$ cat config.mk
export PLATFORM = sky130hd
export DESIGN_NAME = ex_forward_hazard_unit
export DESIGN_NICKNAME = d
export VERILOG_FILES = /design/src/rtl/ex_forward_hazard_unit.sv
export SDC_FILE = /design/constraint.sdc
export NUM_CORES = 1
export LEC_CHECK = 0
export CAP_MARGIN = 10
export CORE_UTILIZATION = 35
export CTS_CLUSTER_DIAMETER = 200
export DETAILED_ROUTE_END_ITERATION = 7
export MAX_ROUTING_LAYER = met4
export SLEW_MARGIN = 5
export SYNTH_ARGS = -nofsm -noshare
export SYNTH_HDL_FRONTEND = slang
export SYNTH_SLANG_ARGS = --single-unit
$ cat constraint.sdc
create_clock -name clock -period 4.3 [get_ports clock]
set_input_delay 0.645 -clock clock [delete_from_list [all_inputs] [get_ports clock]]
set_output_delay 0.645 -clock clock [all_outputs]
set_load 0.05 [all_outputs]
$ cat src/rtl/ex_forward_hazard_unit.sv
// ex_forward_hazard_unit
//   Chooses the EX-stage operand mux selects for each instruction and detects
//   load-use hazards. A small shadow pipeline (EX, MEM, WB) mirrors the
//   destination information of in-flight instructions. The selects are
//   registered on the edge that loads ID/EX, so they arrive in EX together
//   with their instruction.
//
// Ports
//   clock, reset_n        pipeline clock, asynchronous active-low reset
//   id_valid              ID holds a real instruction
//   id_rs, id_rt          source registers of the ID instruction
//   id_uses_rt            ID instruction reads rt as an ALU operand
//   id_dest               destination register of the ID instruction
//   id_reg_write          ID instruction writes the register file
//   id_mem_read           ID instruction is a load
//   flush                 kill the ID instruction this cycle
//   stall                 combinational: hold PC and IF/ID, bubble into ID/EX
//   pc_write_en           ~stall
//   if_id_write_en        ~stall
//   fwd_a_sel, fwd_b_sel  registered EX mux lines: 00 regfile, 01 MEM/WB, 10 EX/MEM
//   stall_count           saturating count of stall cycles
module ex_forward_hazard_unit #(
    parameter int unsigned REG_ADDR_W  = 5,
    parameter int unsigned STALL_CNT_W = 16
) (
    input  logic                   clock,
    input  logic                   reset_n,
    input  logic                   id_valid,
    input  logic [REG_ADDR_W-1:0]  id_rs,
    input  logic [REG_ADDR_W-1:0]  id_rt,
    input  logic                   id_uses_rt,
    input  logic [REG_ADDR_W-1:0]  id_dest,
    input  logic                   id_reg_write,
    input  logic                   id_mem_read,
    input  logic                   flush,
    output logic                   stall,
    output logic                   pc_write_en,
    output logic                   if_id_write_en,
    output logic [1:0]             fwd_a_sel,
    output logic [1:0]             fwd_b_sel,
    output logic [STALL_CNT_W-1:0] stall_count
);

    typedef struct packed {
        logic                  valid;
        logic [REG_ADDR_W-1:0] dest;
        logic                  reg_write;
        logic                  mem_read;
    } stage_t;

    typedef enum logic [1:0] {
        ST_EX  = 2'd0,
        ST_MEM = 2'd1,
        ST_WB  = 2'd2
    } stage_idx_e;

    localparam logic [1:0] SEL_RF     = 2'b00;
    localparam logic [1:0] SEL_MEM_WB = 2'b01;
    localparam logic [1:0] SEL_EX_MEM = 2'b10;

    stage_t shadow [3];

    logic dispatch;
    logic ex_wr_rs, ex_wr_rt, mem_wr_rs, mem_wr_rt;

    // Register 0 is hard-wired, so a write to it never creates a dependency.
    function automatic logic writes_reg(input stage_t s, input logic [REG_ADDR_W-1:0] r);
        return s.valid & s.reg_write & (s.dest == r) & (r != '0);
    endfunction

    always_comb begin
        ex_wr_rs  = writes_reg(shadow[ST_EX],  id_rs);
        ex_wr_rt  = writes_reg(shadow[ST_EX],  id_rt);
        mem_wr_rs = writes_reg(shadow[ST_MEM], id_rs);
        mem_wr_rt = writes_reg(shadow[ST_MEM], id_rt);

        // A flushed or empty ID slot never stalls.
        stall = id_valid & ~flush & shadow[ST_EX].mem_read &
                (ex_wr_rs | (id_uses_rt & ex_wr_rt));

        dispatch       = id_valid & ~stall & ~flush;
        pc_write_en    = ~stall;
        if_id_write_en = ~stall;
    end

    always_ff @(posedge clock or negedge reset_n) begin
        if (!reset_n) begin
            for (int unsigned i = 0; i < 3; i++) begin
                shadow[i] <= '0;
            end
            fwd_a_sel   <= SEL_RF;
            fwd_b_sel   <= SEL_RF;
            stall_count <= '0;
        end else begin
            shadow[ST_WB]  <= shadow[ST_MEM];
            shadow[ST_MEM] <= shadow[ST_EX];

            if (dispatch) begin
                shadow[ST_EX] <= '{valid:     1'b1,
                                   dest:      id_dest,
                                   reg_write: id_reg_write,
                                   mem_read:  id_mem_read};
            end else begin
                shadow[ST_EX].valid <= 1'b0;
            end

            // Newest producer wins: EX/MEM beats MEM/WB.
            if (dispatch) begin
                fwd_a_sel <= ex_wr_rs  ? SEL_EX_MEM :
                             mem_wr_rs ? SEL_MEM_WB : SEL_RF;
                fwd_b_sel <= !id_uses_rt ? SEL_RF     :
                             ex_wr_rt    ? SEL_EX_MEM :
                             mem_wr_rt   ? SEL_MEM_WB : SEL_RF;
            end else begin
                fwd_a_sel <= SEL_RF;
                fwd_b_sel <= SEL_RF;
            end

            if (stall && (stall_count != '1)) begin
                stall_count <= stall_count + 1'b1;
            end
        end
    end

endmodule

==> flow_metrics.env, run 1 <==
export IMPL_netlist_area_leader_share_pct=50.54
export IMPL_critPathTopFamily="buffers and inverters"
export IMPL_synthFlopType="dfrtp_1"
export IMPL_ys_warn_count=0
export IMPL_critical_path_class="primary input to output pin"
export IMPL_critPathLaunchType="primary input"
export IMPL_clkTransAtPathRegs_ns=0.07
export IMPL_place_hpwl_microns=2819
export IMPL_rsz0062_at_grt="false"
export IMPL_floorplan_initialDensity_pct=36.45
export IMPL_drc_errors=0
export IMPL_cts_resized=0
export IMPL_grt_pass1_wl_microns=6051
export IMPL_grt_ovfl_total=0
export IMPL_clock_sinks=35
export IMPL_slew_violations=0
export IMPL_power_internal_w=0.0005248
export IMPL_std_cell_rows=25
export IMPL_synthTopCellsByArea="dfrtp_1 51%, xor2_1 11%, xnor2_1 6.6%"
export IMPL_clock_skew_ns=0.002811
export IMPL_dieArea_sq_um=5237
export IMPL_grt_pass1_vias=1249
export IMPL_clockBufferDepth=2
export IMPL_hold_path_class="flop to flop"
export IMPL_min_period_ns=3.798
export IMPL_vias_per_cell=4.672
export IMPL_num_io_pins=45
export IMPL_port_buffers=44
export IMPL_fin_tns_setup_ns=0
export IMPL_endpoint_kind="output pin"
export IMPL_yosysSeqAreaShare_pct=50.54
export IMPL_clkPwrFrac_pct=34.0
export IMPL_fin_crit_sh_pct=88.31
export IMPL_synth_avg_cell_area_sq_um=11.40
export IMPL_coreArea_sq_um=4755
export IMPL_die_w_microns=72.37
export IMPL_max_cap_violations=0
export IMPL_antenna_found_initial=0
export IMPL_yosys_top_cells_count="35 x dfrtp_1, 21 x xor2_1, 13 x xnor2_1"
export IMPL_clk_latency_ns=0.28
export IMPL_first_iter_violations=64
export IMPL_yosysMostFrequentCell="dfrtp_1"
export IMPL_setup_viol=0
export IMPL_slew_headroom_pct=66.06
export IMPL_crit_slowest_cell="clkdlybuf4s50_1"
export IMPL_drt_pass1_iterations=4
export IMPL_cp_cell_sequence="clkdlybuf4s50_1, or4_1, o21ai_2, nor4_4, o21ai_2, clkdlybuf4s50_1"
export IMPL_p_leak_nw=1.021
export IMPL_tightest_slew_ns=0.5075
export IMPL_status="finished clean"
export IMPL_postCtsHoldBufs=0
export IMPL_cp_startpoint="id_rt[0]"
export IMPL_grt_max_degree=36
export IMPL_hp_start="shadow[23]"
export IMPL_grt_usage_pct=15.67
export IMPL_hold_ws_ns=0.3750
export IMPL_seqPwrFrac_pct=52.9
export IMPL_syn_inst=152
export IMPL_ir_drop_mv=0.1754
export IMPL_worstPathRequired_ns=3.65
export IMPL_wl_per_cell_microns=13.57
export IMPL_async_flop_share_pct=100.0
export IMPL_syn2layout_area_growth_pct=35.96
export IMPL_cp_arrival_ns=3.15
export IMPL_synthDistinctLibCells=28
export IMPL_pwr_share_comb_pct=13.1
export IMPL_die_y_microns=72.37
export IMPL_wl_microns=3678
export IMPL_p_per_area_nw_per_um2=298.7
export IMPL_slowest_delay_ns=0.87
export IMPL_p_sw_w=0.0001790
export IMPL_postRouteAntennaNets=0
export IMPL_drive_gt1_share_pct=13.73
export IMPL_p_sw_share_pct=25.43
export IMPL_fmax_mhz=263.3
export IMPL_diodes=0
export IMPL_r2r_start="shadow[20]"
export IMPL_syn_nets=175
export IMPL_place_congestion=0.8245
export IMPL_synth_largest_area_cell="dfrtp_1"
export IMPL_synth_edff_count=0
export IMPL_crit_fanout=6
export IMPL_synth_area_sq_um=1733
export IMPL_ys_ff_latch=35
export IMPL_tritoncts="built"
export IMPL_root_buffer="clkbuf_8"
export IMPL_final_nets=227
export IMPL_critPathBufInv=2
export IMPL_cts_htree_levels=2
export IMPL_postCtsSetupBuffers=0
export IMPL_cts_buffers=5
export IMPL_hold_viol_final=0
export IMPL_vias=1266
[logic make-up after synthesis]
group                      synth area share (%)
adders and majority gates                0.7219
DFF                                       50.54
buffers and inverters                     2.166
AOI/OAI and AO/OA                         4.188
muxes                                     5.199
xor gates and xnor gates                  17.18
and+or+nand+nor                           20.00
[flip-flops by register name (all words and copies together), names as in the netlist]
signal / count
fwd_a_sel: 2
shadow: 15
fwd_b_sel: 2
stall_count: 16
[stage by stage]
stage | util, % | cell area [sq um] | power (W) | instances | setup WS, ns
finish | 49.55 | 2356 | 0.0007038 | 271 | 0.5025
global route | 49.55 | 2356 | 0.0007396 | 271 | 0.4279
CTS | 49.55 | 2356 | 0.0007140 | 271 | 0.4861
detailed placement | 47.71 | 2268 | 0.0004714 | 264 | 0.4888
global placement | 47.71 | 2268 | 0.0004704 | 264 | 0.5231
floorplan | - | 1733 | 0.0004244 | 152 | 1.215
[final timing paths]
kind | end | slack [ns] | depth (start not counted)
worst max register to register | stall_count[14] | 2.12 | 6
worst min register to register | shadow[15] | 0.38 | 0
min in group asynchronous | shadow[14] | 0.77 | 2
worst max-delay path | pc_write_en | 0.50 | 6
max in group asynchronous | shadow[19] | 3.21 | 2
worst min-delay path | shadow[15] | 0.38 | 0
[final cells by class]
class | count | area, sq um
flip-flops and latches | 35 | 875.8
well taps | 67 | 83.83
clock inverters | 1 | 5.005
repair buffers | 47 | 462.9
multi-input cells | 108 | 819.5
clock buffers | 6 | 82.58
inverters | 7 | 26.28
fillers | 451 | 2399
[metal layers]
layer	track usage, %	routed length, microns
met5	-	0
met4	5.882	48
met3	3.333	104
met2	23.47	1770
met1	20.85	1753
[power groups by stage]
| stage | sequential [W] | clock (W) | combinational (W) |
|---|---|---|---|
| after floorplan | 0.000373 | 0 | 0.0000510 |
| after global placement | 0.000378 | 0 | 0.0000925 |
| after detailed placement | 0.000378 | 0 | 0.0000931 |
| after CTS | 0.000372 | 0.000249 | 0.0000936 |
| after global routing | 0.000374 | 0.000264 | 0.000101 |
| final | 0.000372 | 0.000240 | 0.0000921 |
[layout by cell type, fill, tap and decap left out, types with 2 or more instances in the layout]
| master | count |
|---|---|
| inv_1 | 7 |
| nor3_1 | 8 |
| mux2_2 | 8 |
| nor4_2 | 2 |
| xor2_1 | 21 |
| nand3_1 | 9 |
| and3_1 | 3 |
| nand4_1 | 6 |
| buf_4 | 3 |
| dfrtp_1 | 35 |
| clkdlybuf4s50_1 | 44 |
| xnor2_1 | 13 |
| nand2_1 | 11 |
| nor2_1 | 8 |
| clkbuf_8 | 6 |
| o21ai_2 | 3 |
| nor4_1 | 4 |
(Power assumes the default switching activity.)
==> inputs of run 2 (changes only) <==
--- a/config.mk
+++ b/config.mk
@@ -5,11 +5,13 @@
 export SDC_FILE = /design/constraint.sdc
 export NUM_CORES = 1
 export LEC_CHECK = 0
+export ABC_CLOCK_PERIOD_IN_PS = 4300
 export CAP_MARGIN = 10
 export CORE_UTILIZATION = 35
 export CTS_CLUSTER_DIAMETER = 200
 export DETAILED_ROUTE_END_ITERATION = 7
 export MAX_ROUTING_LAYER = met4
+export PLACE_DENSITY = 0.65
 export SLEW_MARGIN = 5
 export SYNTH_ARGS = -nofsm -noshare
 export SYNTH_HDL_FRONTEND = slang
==> run 2 against run 1 <==
Compared with the run above:
- utilization rose by 0.39 points
- largest power group unchanged
- worst setup slack improved by 0.031 ns
- first-iteration DRC count fell by 36%
- total power rose by 5.8%
- combinational power barely moved
- routed wire length fell by 12%
- via count fell by 1.4%
- sequential share of layout area fell by 0.29 points
- critical path depth did not move
- final area rose by 0.80%
- sequential cell count did not move
- clock power rose by 18%
==> flow_metrics.env, run 2 (synthesis gave the netlist of run 1 again) <==
export IMPL_status="finished clean"
export IMPL_hold_path_cell_count=0
export IMPL_floorplan_initialDensity_pct=36.45
export IMPL_hp_start="shadow[23]"
export IMPL_dieArea_sq_um=5237
export IMPL_regMostFlops="stall_count"
export IMPL_postCtsSetupBuffers=0
export IMPL_grt_ovfl_total=0
export IMPL_min_period_ns=3.766
export IMPL_hold_path_class="flop to flop"
export IMPL_reg2reg_depth=7
export IMPL_final_nets=227
export IMPL_tightest_slew_ns=0.5011
export IMPL_p_leak_nw=1.024
export IMPL_critPathLaunchType="primary input"
export IMPL_coreArea_sq_um=4755
export IMPL_wl_per_cell_microns=11.88
export IMPL_fin_crit_sh_pct=87.59
export IMPL_diodes=0
export IMPL_vias_per_cell=4.605
export IMPL_slew_headroom_pct=66.34
export IMPL_drt_pass1_iterations=4
export IMPL_postCtsHoldBufs=0
export IMPL_p_per_area_nw_per_um2=313.5
export IMPL_antenna_found_initial=0
export IMPL_place_congestion=0.8028
export IMPL_clock_sinks=35
export IMPL_largest_register_ffs=16
export IMPL_drive_gt1_share_pct=13.73
export IMPL_port_buffers=44
export IMPL_grt_usage_pct=14.33
export IMPL_drc_errors=0
export IMPL_num_io_pins=45
export IMPL_slew_violations=0
export IMPL_cts_resized=0
export IMPL_grt_pass1_vias=1168
export IMPL_fmax_mhz=265.5
export IMPL_endpoint_kind="output pin"
export IMPL_syn2layout_area_growth_pct=37.04
export IMPL_rsz0062_at_grt="false"
export IMPL_vias=1248
export IMPL_reg_top3="stall_count: 16 flops, shadow: 15 flops"
export IMPL_cts_buffers=5
export IMPL_first_iter_violations=41
export IMPL_tritoncts="built"
export IMPL_max_cap_violations=0
export IMPL_hold_ws_ns=0.3750
export IMPL_clock_skew_ns=0.009980
export IMPL_clkTransAtPathRegs_ns=0.07
export IMPL_std_cell_rows=25
export IMPL_postRouteAntennaNets=0
export IMPL_wl_microns=3219
export IMPL_final_cell_mix="44 x clkdlybuf4s50_1, 35 x dfrtp_1, 21 x xor2_1"
export IMPL_place_hpwl_microns=2461
export IMPL_die_y_microns=72.37
export IMPL_power_total_w=0.0007444
export IMPL_ir_drop_mv=0.1688
export IMPL_hold_viol_final=0
export IMPL_cp_arrival_ns=3.12
export IMPL_clockBufferDepth=2
export IMPL_worstPathRequired_ns=3.65
export IMPL_fin_tns_setup_ns=0
export IMPL_place_area_sq_um=2268
export IMPL_final_core_util_pct=49.95
export IMPL_critical_path_class="primary input to output pin"
export IMPL_final_area_sq_um=2375
export IMPL_clk_latency_ns=0.29
export IMPL_r2r_end="shadow[22]"
export IMPL_die_w_microns=72.37
export IMPL_r2r_start="shadow[21]"
export IMPL_root_buffer="clkbuf_8"
export IMPL_cts_htree_levels=2
export IMPL_setup_viol=0
export IMPL_grt_pass1_wl_microns=5430
export IMPL_final_common_cell="clkdlybuf4s50_1"
export IMPL_ff2ff_setup_slack_ns=2.08
export IMPL_crit_fanout=6
export IMPL_grt_max_degree=36
export IMPL_min_to="shadow[15]"
==> run 2: routing by layer <==
| layer | up-vias | global-route usage [%] | share of wire (%) |
|---|---|---|---|
| met5 | - | - | 0 |
| met4 | 0 | 8.497 | 2.5 |
| li1 | 627 | - | - |
| met3 | 7 | 2.917 | 3.2 |
| met2 | 25 | 19.63 | 48 |
| met1 | 589 | 19.45 | 46 |
==> run 2: critical path, cell delays in order <==
cell and delay (ns):
clkdlybuf4s50_1 0.47, or4_1 0.55, o21ai_2 0.20, nor4_4 0.11, o21ai_2 0.27, clkdlybuf4s50_1 0.86
==> run 2: how the worst max path moves through the flow <==
stage,start,depth (start not counted),slack [ns],endpoint
after floorplan,id_rt[0],5,1.22,stall
after global placement,id_rt[0],6,0.53,if_id_write_en
after detailed placement,id_rt[0],6,0.51,if_id_write_en
after CTS,id_rt[0],6,0.51,if_id_write_en
after global routing,id_rt[0],6,0.38,if_id_write_en
final,id_rt[0],6,0.53,if_id_write_en
==> run 2: stage by stage <==
step / setup slack [ns] / cells
floorplan: 1.215 / 152
global placement: 0.5303 / 264
detailed placement: 0.5125 / 264
CTS: 0.5088 / 271
global route: 0.3831 / 271
finish: 0.5337 / 271
==> run 2: where the power goes <==
| part | internal (W) | switching [W] | total, W |
|---|---|---|---|
| clock network | 0.000169 | 0.000114 | 0.000283 |
| registers | 0.000349 | 0.0000207 | 0.000370 |
| logic | 0.0000505 | 0.0000413 | 0.0000918 |
==> run 2: final cells by class <==
class | count | area (sq um)
Fill cell | 460 | 2380
Sequential cell | 35 | 875.8
Multi-Input combinational cell | 108 | 819.5
Timing Repair Buffer | 47 | 462.9
Tap cell | 67 | 83.83
Clock buffer | 5 | 68.82
Clock inverter | 2 | 37.54
Inverter | 7 | 26.28
==> inputs of run 3 (changes only) <==
--- a/config.mk
+++ b/config.mk
@@ -6,7 +6,8 @@
 export NUM_CORES = 1
 export LEC_CHECK = 0
 export ABC_CLOCK_PERIOD_IN_PS = 4300
-export CAP_MARGIN = 10
+export CAP_MARGIN = 20
+export CORE_MARGIN = 3
 export CORE_UTILIZATION = 35
 export CTS_CLUSTER_DIAMETER = 200
 export DETAILED_ROUTE_END_ITERATION = 7
==> run 3 against run 2 <==
Compared with the run above:
- hold slack better by 0.0045 ns
- largest power group unchanged
- non-clock buffer count stayed put
- clock power rose by 25%
- critical path depth unchanged
- die area increased by 11%
- global-route usage fell by 0.87 points
- sequential power hardly changed
==> flow_metrics.env, run 3 (synthesis gave the netlist of run 1 again) <==
export IMPL_clockBufferDepth=2
export IMPL_postCtsHoldBufs=0
export IMPL_critPathLaunchType="primary input"
export IMPL_wl_per_cell_microns=13.61
export IMPL_grt_pass1_wl_microns=6120
export IMPL_grt_usage_pct=13.46
export IMPL_setup_ws_ns=0.4908
export IMPL_vias_per_cell=4.685
export IMPL_setup_viol=0
export IMPL_grt_pass1_vias=1240
export IMPL_status="finished clean"
export IMPL_drt_pass1_iterations=4
export IMPL_port_buffers=44
export IMPL_cts_buffers=5
export IMPL_floorplan_initialDensity_pct=37.97
export IMPL_tritoncts="built"
export IMPL_postCtsSetupBuffers=0
export IMPL_diodes=0
export IMPL_first_iter_violations=44
export IMPL_fin_crit_sh_pct=88.59
export IMPL_grt_ovfl_total=0
export IMPL_slew_violations=0
export IMPL_dpl_worst_slack_ns=0.4781
export IMPL_largest_register_ffs=16
export IMPL_final_nets=227
export IMPL_ir_drop_mv=0.2158
export IMPL_p_sw_share_pct=22.76
export IMPL_hold_path_class="flop to flop"
export IMPL_critical_path_class="primary input to output pin"
export IMPL_std_cell_rows=24
export IMPL_final_common_cell="clkdlybuf4s50_1"
export IMPL_clock_sinks=35
export IMPL_p_leak_nw=1.038
export IMPL_fin_tns_setup_ns=0
export IMPL_syn2layout_area_growth_pct=38.63
export IMPL_num_io_pins=45
export IMPL_fmax_mhz=262.5
export IMPL_die_w_microns=76.37
export IMPL_hold_viol_final=0
export IMPL_grt_max_degree=36
export IMPL_clkTransAtPathRegs_ns=0.07
export IMPL_clock_skew_ns=0.005463
export IMPL_regMostFlops="stall_count"
export IMPL_coreArea_sq_um=4564
export IMPL_antenna_found_initial=0
export IMPL_n_fill_cell=426
export IMPL_die_y_microns=76.37
export IMPL_pwr_share_comb_pct=11.2
export IMPL_tightest_slew_ns=0.5374
export IMPL_postRouteAntennaNets=0
export IMPL_cts_htree_levels=2
export IMPL_crit_fanout=6
export IMPL_hold_path_cell_count=0
export IMPL_power_internal_w=0.0006303
export IMPL_cp_arrival_ns=3.16
export IMPL_dieArea_sq_um=5832
export IMPL_root_buffer="clkbuf_8"
export IMPL_clk_latency_ns=0.29
export IMPL_reg2reg_depth=6
export IMPL_vias=1265
export IMPL_drc_errors=0
export IMPL_reg_top3="stall_count: 16 flops, shadow: 15 flops"
export IMPL_drive_gt1_share_pct=14.15
export IMPL_rsz0062_at_grt="false"
export IMPL_p_sw_w=0.0001857
export IMPL_power_total_w=0.0008160
export IMPL_final_cell_mix="44 x clkdlybuf4s50_1, 35 x dfrtp_1, 21 x xor2_1"
export IMPL_place_congestion=0.8322
export IMPL_clkPwrFrac_pct=43.3
export IMPL_worstPathRequired_ns=3.65
export IMPL_p_per_area_nw_per_um2=339.7
export IMPL_seqPwrFrac_pct=45.5
export IMPL_min_period_ns=3.809
export IMPL_slew_headroom_pct=64.06
export IMPL_endpoint_kind="output pin"
export IMPL_cts_resized=0
export IMPL_place_hpwl_microns=2825
export IMPL_max_cap_violations=0
export IMPL_wl_microns=3674
## run 3: cell types whose count changed in the layout (fill, tap and decap cells not counted), sizes merged
cell | before | now
bufinv | 1 | 2
## run 3: layer usage
| metal | vias up | GRT usage (%) | wire (microns) |
|---|---|---|---|
| met5 | - | - | 0 |
| met4 | 0 | 5.978 | 80 |
| met3 | 6 | 2.600 | 148 |
| met2 | 37 | 19.95 | 1722 |
| met1 | 592 | 17.92 | 1723 |
| li1 | 630 | - | - |
## run 3: through the flow
step,std cells,util [%],instance area [sq um],hold slack (ns)
after global routing,270,52.63,2402,0.4236
after global placement,262,49.64,2266,0.3597
after CTS,270,52.63,2402,0.3857
final,270,52.63,2402,0.3795
after floorplan,152,-,1733,0.3494
after detailed placement,262,49.64,2266,0.3593
## run 3: final timing paths
kind / startpoint / endpoint / slack, ns
min reg2reg: shadow[23] / shadow[15] / 0.38
max reg2reg: shadow[20] / shadow[19] / 2.10
max in group asynchronous: reset_n / stall_count[4] / 3.22
min in group asynchronous: reset_n / stall_count[10] / 0.76
max: id_rt[0] / if_id_write_en / 0.49
min: shadow[23] / shadow[15] / 0.38
## run 3: power by group through the flow
stage | sequential, W | clock (W) | combinational, W
detailed placement | 0.000378 | 0 | 0.0000929
CTS | 0.000371 | 0.000363 | 0.0000933
global route | 0.000375 | 0.000376 | 0.000101
floorplan | 0.000373 | 0 | 0.0000510
global placement | 0.000379 | 0 | 0.0000907
finish | 0.000371 | 0.000353 | 0.0000916
## run 3: final cells by class
cell class	count	area (sq um)	share of cell area, %
Clock buffer	5	68.82	2.865
Clock inverter	3	67.56	2.813
Inverter	7	26.28	1.094
Multi-Input combinational cell	108	819.5	34.11
Sequential cell	35	875.8	36.46
Tap cell	65	81.33	3.385
Timing Repair Buffer	47	462.9	19.27
## run 3: critical path, stage by stage
cell and delay, ns:
clkdlybuf4s50_1 0.46, or4_1 0.56, o21ai_2 0.21, nor4_4 0.11, o21ai_2 0.28, clkdlybuf4s50_1 0.90
